## src/rtl/truxton2_eeprom.sv

```systemverilog
// truxton2_eeprom
// 93C46-style serial NVRAM responder, 64 x 16-bit words, for the truxton2
// CPU bit-banged EEPROM lines, plus a parallel host port for save/restore.
//
// Ports:
//   CLK          system clock, rising edge
//   RESET        synchronous active-high reset (memory contents kept)
//   EEPROM_SCS   chip select from CPU, active high
//   EEPROM_SCLK  serial clock from CPU (oversampled on CLK)
//   EEPROM_SDI   serial data from CPU
//   EEPROM_SDO   serial data / ready status to CPU
//   HOST_ADDR    host word address
//   HOST_DIN     host write data
//   HOST_WE      host write strobe
//   HOST_DOUT    registered read of HOST_ADDR
//   DIRTY        set when the CPU commits a write or erase
//
// state | meaning
// IDLE  | skipping leading zeros, waiting for the start bit
// OPC   | shifting the 2 opcode bits
// ADDR  | shifting the 6 address bits, decode on the last one
// RD    | streaming words out on SDO
// DIN   | shifting the 16 data bits of WRITE / WRAL
// ARM   | command complete, waiting for SCS to fall
// BUSY  | self-timed program/erase period
module truxton2_eeprom #(
  parameter int WRITE_BUSY_CYCLES = 4800
) (
  input  logic        CLK,
  input  logic        RESET,
  input  logic        EEPROM_SCS,
  input  logic        EEPROM_SCLK,
  input  logic        EEPROM_SDI,
  output logic        EEPROM_SDO,
  input  logic [5:0]  HOST_ADDR,
  input  logic [15:0] HOST_DIN,
  input  logic        HOST_WE,
  output logic [15:0] HOST_DOUT,
  output logic        DIRTY
);

  localparam logic [2:0] ST_IDLE = 3'd0;
  localparam logic [2:0] ST_OPC  = 3'd1;
  localparam logic [2:0] ST_ADDR = 3'd2;
  localparam logic [2:0] ST_RD   = 3'd3;
  localparam logic [2:0] ST_DIN  = 3'd4;
  localparam logic [2:0] ST_ARM  = 3'd5;
  localparam logic [2:0] ST_BUSY = 3'd6;

  localparam int              BW        = $clog2(WRITE_BUSY_CYCLES + 1);
  localparam logic [BW-1:0]   BUSY_LOAD = BW'(WRITE_BUSY_CYCLES - 1);

  logic [15:0]   mem [64];

  logic [2:0]    state;
  logic          scs_s, sclk_s, sdi_s, sclk_d;
  logic          sclk_rise;
  logic [1:0]    op;
  logic [5:0]    addr;
  logic [5:0]    addr_nx;
  logic [15:0]   din;
  logic [3:0]    bit_cnt;
  logic          wen;
  logic          sdo_bit;
  logic [BW-1:0] busy_cnt;
  logic [5:0]    wr_ptr;
  logic [6:0]    wr_left;
  logic [15:0]   wr_data;
  logic          int_we;
  logic          commit_ok;

  // Sample stage for the CPU lines; these are plain pipeline flops and carry
  // no architectural state, so they are left out of reset.
  always_ff @(posedge CLK) begin
    scs_s  <= EEPROM_SCS;
    sclk_s <= EEPROM_SCLK;
    sdi_s  <= EEPROM_SDI;
    sclk_d <= sclk_s;
  end

  assign sclk_rise = sclk_s & ~sclk_d & scs_s;
  assign addr_nx   = {addr[4:0], sdi_s};

  // Bulk ops write one word per CLK while BUSY; WRITE_BUSY_CYCLES must be at
  // least 64 for ERAL/WRAL to reach every word.
  assign int_we = (state == ST_BUSY) && (wr_left != 7'd0);

  always_comb begin
    commit_ok = 1'b0;
    if (wen) begin
      case (op)
        2'b01, 2'b11: commit_ok = 1'b1;
        2'b00:        commit_ok = (addr[5:4] == 2'b10) || (addr[5:4] == 2'b01);
        default:      commit_ok = 1'b0;
      endcase
    end
  end

  always_ff @(posedge CLK) begin
    if (RESET) begin
      state    <= ST_IDLE;
      op       <= 2'b00;
      addr     <= 6'd0;
      din      <= 16'd0;
      bit_cnt  <= 4'd0;
      wen      <= 1'b0;
      sdo_bit  <= 1'b1;
      busy_cnt <= '0;
      wr_ptr   <= 6'd0;
      wr_left  <= 7'd0;
      wr_data  <= 16'd0;
      DIRTY    <= 1'b0;
    end else begin
      if (int_we) begin
        wr_ptr  <= wr_ptr + 6'd1;
        wr_left <= wr_left - 7'd1;
      end
      case (state)
        ST_IDLE: begin
          if (sclk_rise && sdi_s) begin
            state   <= ST_OPC;
            bit_cnt <= 4'd0;
          end
        end
        ST_OPC: begin
          if (!scs_s) begin
            state <= ST_IDLE;
          end else if (sclk_rise) begin
            op <= {op[0], sdi_s};
            if (bit_cnt == 4'd1) begin
              state   <= ST_ADDR;
              bit_cnt <= 4'd0;
            end else begin
              bit_cnt <= bit_cnt + 4'd1;
            end
          end
        end
        ST_ADDR: begin
          if (!scs_s) begin
            state <= ST_IDLE;
          end else if (sclk_rise) begin
            addr <= addr_nx;
            if (bit_cnt == 4'd5) begin
              bit_cnt <= 4'd0;
              case (op)
                2'b10: begin
                  state   <= ST_RD;
                  sdo_bit <= 1'b0;
                  bit_cnt <= 4'd15;
                end
                2'b01:   state <= ST_DIN;
                2'b11:   state <= ST_ARM;
                default: begin
                  if (addr_nx[5:4] == 2'b11) wen <= 1'b1;
                  if (addr_nx[5:4] == 2'b00) wen <= 1'b0;
                  state <= (addr_nx[5:4] == 2'b01) ? ST_DIN : ST_ARM;
                end
              endcase
            end else begin
              bit_cnt <= bit_cnt + 4'd1;
            end
          end
        end
        ST_RD: begin
          if (!scs_s) begin
            state <= ST_IDLE;
          end else if (sclk_rise) begin
            sdo_bit <= mem[addr][bit_cnt];
            if (bit_cnt == 4'd0) begin
              addr    <= addr + 6'd1;
              bit_cnt <= 4'd15;
            end else begin
              bit_cnt <= bit_cnt - 4'd1;
            end
          end
        end
        ST_DIN: begin
          if (!scs_s) begin
            state <= ST_IDLE;
          end else if (sclk_rise) begin
            din <= {din[14:0], sdi_s};
            if (bit_cnt == 4'd15) begin
              state <= ST_ARM;
            end else begin
              bit_cnt <= bit_cnt + 4'd1;
            end
          end
        end
        ST_ARM: begin
          if (!scs_s) begin
            if (commit_ok) begin
              state    <= ST_BUSY;
              busy_cnt <= BUSY_LOAD;
              DIRTY    <= 1'b1;
              case (op)
                2'b01: begin
                  wr_ptr  <= addr;
                  wr_left <= 7'd1;
                  wr_data <= din;
                end
                2'b11: begin
                  wr_ptr  <= addr;
                  wr_left <= 7'd1;
                  wr_data <= 16'hFFFF;
                end
                default: begin
                  wr_ptr  <= 6'd0;
                  wr_left <= 7'd64;
                  wr_data <= (addr[5:4] == 2'b01) ? din : 16'hFFFF;
                end
              endcase
            end else begin
              state <= ST_IDLE;
            end
          end
        end
        ST_BUSY: begin
          if (busy_cnt == '0) begin
            state <= ST_IDLE;
          end else begin
            busy_cnt <= busy_cnt - 1'b1;
          end
        end
        default: state <= ST_IDLE;
      endcase
    end
  end

  // Single write port: a commit write in the same cycle drops the host write.
  // Deliberately outside reset so a loader can restore contents at any time.
  always_ff @(posedge CLK) begin
    if (int_we) begin
      mem[wr_ptr] <= wr_data;
    end else if (HOST_WE) begin
      mem[HOST_ADDR] <= HOST_DIN;
    end
    HOST_DOUT <= mem[HOST_ADDR];
  end

  always_comb begin
    if (!scs_s)                EEPROM_SDO = 1'b1;
    else if (state == ST_RD)   EEPROM_SDO = sdo_bit;
    else if (state == ST_BUSY) EEPROM_SDO = 1'b0;
    else                       EEPROM_SDO = 1'b1;
  end

endmodule

```

## config.mk

```make
export PLATFORM = sky130hd
export DESIGN_NAME = truxton2_eeprom
export DESIGN_NICKNAME = d
export VERILOG_FILES = /design/src/rtl/truxton2_eeprom.sv
export SDC_FILE = /design/constraint.sdc
export NUM_CORES = 1
export LEC_CHECK = 0
export CELL_PAD_IN_SITES_DETAIL_PLACEMENT = 0
export CELL_PAD_IN_SITES_GLOBAL_PLACEMENT = 2
export CORE_MARGIN = 2
export CORE_UTILIZATION = 50
export DETAILED_ROUTE_END_ITERATION = 7
export PLACE_DENSITY_LB_ADDON = 0.1
export SLEW_MARGIN = 20
export SYNTH_ARGS = -nofsm -noshare
export SYNTH_HDL_FRONTEND = slang
export SYNTH_SLANG_ARGS = --single-unit
```

## constraint.sdc

```tcl
create_clock -name CLK -period 5.4 [get_ports CLK]
set_clock_uncertainty 0.2 [all_clocks]
set_input_delay 0.81 -clock CLK [delete_from_list [all_inputs] [get_ports CLK]]
set_output_delay 0.81 -clock CLK [all_outputs]
set_load 0.05 [all_outputs]
```

==> results of run 1 <==
-- cell usage in the layout, fill, tap and decap left out, types with 18 or more instances in the layout --
cell	instances
o22ai_1	18
clkinv_2	19
a22oi_1	60
nand2b_1	19
o21ai_0	23
clkbuf_1	29
buf_4	156
nor2_2	65
mux2i_1	58
nor2_1	84
inv_1	19
a21oi_1	62
mux4_2	568
nand2_1	102
a211oi_1	24
edfxtp_1	1024
mux2_2	29
dfxtp_1	97
clkbuf_16	119
clkinv_1	23
nand3_1	34
clkdlybuf4s50_1	40
-- layer usage --
metal / global-route usage, % / share of wire, % / vias to the layer above
met4: 12.1 / 4.3 / 2
li1: - / - / 11871
met3: 8.68 / 11 / 331
met2: 50.4 / 47 / 1777
met5: 0 / 0.0059 / -
met1: 44.4 / 38 / 16181
-- worst register-to-register path: cells and delay by family (launching register included) --
family                 cells  cell delay, ns
and+or+nand+nor            5            2.64
DFF                        1            0.56
muxes                      1            0.56
buffers and inverters      1            0.20
AOI/OAI and AO/OA          1            0.18
-- cell usage after synthesis, types with 4 or more instances --
master / number
o31ai_1: 5
nand3b_1: 4
inv_1: 19
or2_2: 8
mux4_2: 568
o22ai_1: 18
nor3_1: 15
nor2b_1: 14
ha_1: 12
nor4_1: 7
nand3_1: 34
buf_1: 40
nand2b_1: 19
xnor2_1: 13
nand4_1: 6
and2_1: 9
o21ai_0: 23
nand2_1: 102
a311oi_1: 6
and3_1: 5
a22oi_1: 60
a21oi_1: 62
a31oi_1: 15
dfxtp_1: 102
o221ai_1: 5
nor2_1: 149
o211ai_1: 4
xor2_1: 7
mux4_1: 7
a211oi_1: 24
or3_1: 5
mux2i_1: 58
buf_4: 17
clkbuf_1: 100
buf_2: 42
or4_1: 6
mux2_2: 30
a22o_1: 13
edfxtp_1: 1024
o221a_2: 16
-- path summary, 6_finish.rpt --
check           start          to  slack [ns]  cells past startpoint
min reg2reg    sclk_s      sclk_d        0.15                      0
min            sclk_s      sclk_d        0.15                      0
max reg2reg  state[2]  mem[8][15]        0.69                      8
max          state[2]  mem[8][15]        0.69                      8
-- stage by stage --
step	worst slack [ns]	utilization (%)	std cells
6_report	0.686	56.6	4333
5_1_grt	0.512	56.6	4328
4_1_cts	0.748	56.6	4328
3_5_place_dp	0.770	53.0	4108
3_3_place_gp	0.896	53.0	4108
2_1_floorplan	1.38	-	2719
-- state kept, by name, indices dropped and copies added, names as in the netlist, named ones only --
signal	cells
mem	1024
scs_s	1
din	16
sclk_s	1
wr_data	16
sclk_d	1
addr	6
sdi_s	1
wr_ptr	6
wen	1
sdo_bit	1
wr_left	7
op	2
DIRTY	1
state	3
busy_cnt	13
HOST_DOUT	16
bit_cnt	4
-- power by group --
group          internal (mW)  switching, mW  total [mW]
Sequential              9.56         0.0612        9.62
Clock                   4.54           3.43        7.97
Combinational          0.454          0.782        1.24
-- cells by family (layout without fill, tap and decap cells) --
logic type / after synthesis / in the layout / synth area share [%]
other: 0 / 5 / 0
buffers and inverters: 223 / 452 / 1.92
muxes: 663 / 663 / 26.8
AOI/OAI and AO/OA: 284 / 284 / 3.89
and+or+nand+nor: 391 / 391 / 3.45
xor gates and xnor gates: 20 / 20 / 0.338
adders and majority gates: 12 / 12 / 0.290
DFF: 1126 / 1126 / 63.3
-- cell type report --
class | count | area, um^2 | share of cell area [%]
tap | 1380 | 1730 | 2.95
inverter | 20 | 75.1 | 0.128
timing repair buffer | 212 | 1860 | 3.18
multi-input combinational | 1370 | 18200 | 31.2
antenna | 5 | 12.5 | 0.0214
clock inverter | 67 | 601 | 1.03
sequential | 1126 | 32800 | 56.1
clock buffer | 153 | 3160 | 5.40
==> impl_metrics.env, run 1 <==
export IMPL_antenna_found_initial=12
export IMPL_drive_gt1_share_pct=35.3
export IMPL_synthArstFlopShare_pct=0
export IMPL_power_total_mw=18.8
export IMPL_viasPerCell=6.96
export IMPL_gp_congestion=0.963
export IMPL_row_count=118
export IMPL_critPathBufInv=1
export IMPL_drv_cap=0
export IMPL_syn_area_per_cell_um2=19.1
export IMPL_drc_errors=0
export IMPL_grt_pass1_wl_mm=238
export IMPL_initial_core_util_pct=50.2
export IMPL_report_final_setup_viol=0
export IMPL_grt_overflow=0
export IMPL_stdcell_area_um2=58400
export IMPL_wl_mm=170
export IMPL_drv_slew=0
export IMPL_ant_nets=0
export IMPL_finalHoldViolCount=0
export IMPL_grt_max_degree=74
export IMPL_cts_max_level=3
export IMPL_cts_root_buffer="clkbuf_16"
export IMPL_setup_tns_final_ns=0
export IMPL_dpl_hpwl_mm=114
export IMPL_core_region_area_um2=103000
export IMPL_path_max_fanout=16
export IMPL_worstSetupPathType="reg2reg"
export IMPL_leakagePower_nw=18.0
export IMPL_ys_warn_count=0
export IMPL_post_cts_repair_setup_buffers=0
export IMPL_status="finished clean"
export IMPL_cp_start_kind="flip-flop"
export IMPL_ys_seq_area_share_pct=63.3
export IMPL_rsz0062_at_grt="no"
export IMPL_relSlewSlack_pct=21.6
export IMPL_min_period_over_period_pct=87.3
export IMPL_ir_drop_v=0.000278
export IMPL_io_pins=46
export IMPL_area_growth_pct=12.8
export IMPL_dieArea_um2=106000
export IMPL_worst_ep_required_time_ns=5.55
export IMPL_drtPass1Iterations=5
export IMPL_ctsHoldBuffers=0
export IMPL_yosysTopAreaCell="edfxtp_1"
export IMPL_grt_pass1_vias=29957
export IMPL_ys_ff_latch=1126
export IMPL_cpMaxStageDelayCell="nor2_2"
export IMPL_portBuffers=45
export IMPL_gr_usage_all_layers_pct=32.4
export IMPL_cts_buffer_depth=3
export IMPL_die_x_um=326
export IMPL_hp_class="reg2reg"
export IMPL_yosysTopAreaCellShare_pct=59.4
export IMPL_endpoint_kind="flip-flop"
export IMPL_whs_ns=0.152
export IMPL_num_vias=30162
export IMPL_crit_path_cell_trace="nand2_1 -> nor2_1 -> o21a_1 -> buf_4 -> nand2b_1 -> mux2i_1 -> or3b_2 -> nor2_2"
export IMPL_synth_cell_types=66
export IMPL_critPathMaxStageDelay_ns=0.83
export IMPL_syn_inst=2719
export IMPL_cts_made_buffers=116
export IMPL_clkLatencyLatePin_ns=0.73
export IMPL_syn_num_nets=2759
export IMPL_fillers=7792
export IMPL_crit_family="simple AND/OR/NAND/NOR gates"
export IMPL_drt_initial_drc_count=4011
export IMPL_tightestPinTransition_ns=1.17
export IMPL_cts_sinks=1126
export IMPL_clock_fmax_mhz=212
export IMPL_cp_data_arrival_time_ns=4.86
export IMPL_clk_pin_slew_ns=0.06
export IMPL_dieHeight_um=326
export IMPL_synth_area_leaders="edfxtp_1, mux4_2, dfxtp_1"
export IMPL_placed_area_um2=54700
export IMPL_ys_flop_type="edfxtp_1"
export IMPL_min_period_ns=4.71
export IMPL_nNetsFinal=2886
export IMPL_wire_per_inst_um=39.3
export IMPL_cts_resized=0
export IMPL_powerDensity_nw_per_um2=322
export IMPL_syn_cell_area_um2=51800
export IMPL_synth_edff_count=1024
export IMPL_cts_tree="yes"
Power figures use the tool's default switching activity.
==> inputs of run 2 (changes only) <==
- TNS_END_PERCENT: default -> 50
==> results of run 2 <==
Same layout as run 1: the final DEF is identical, and so are final timing and power.
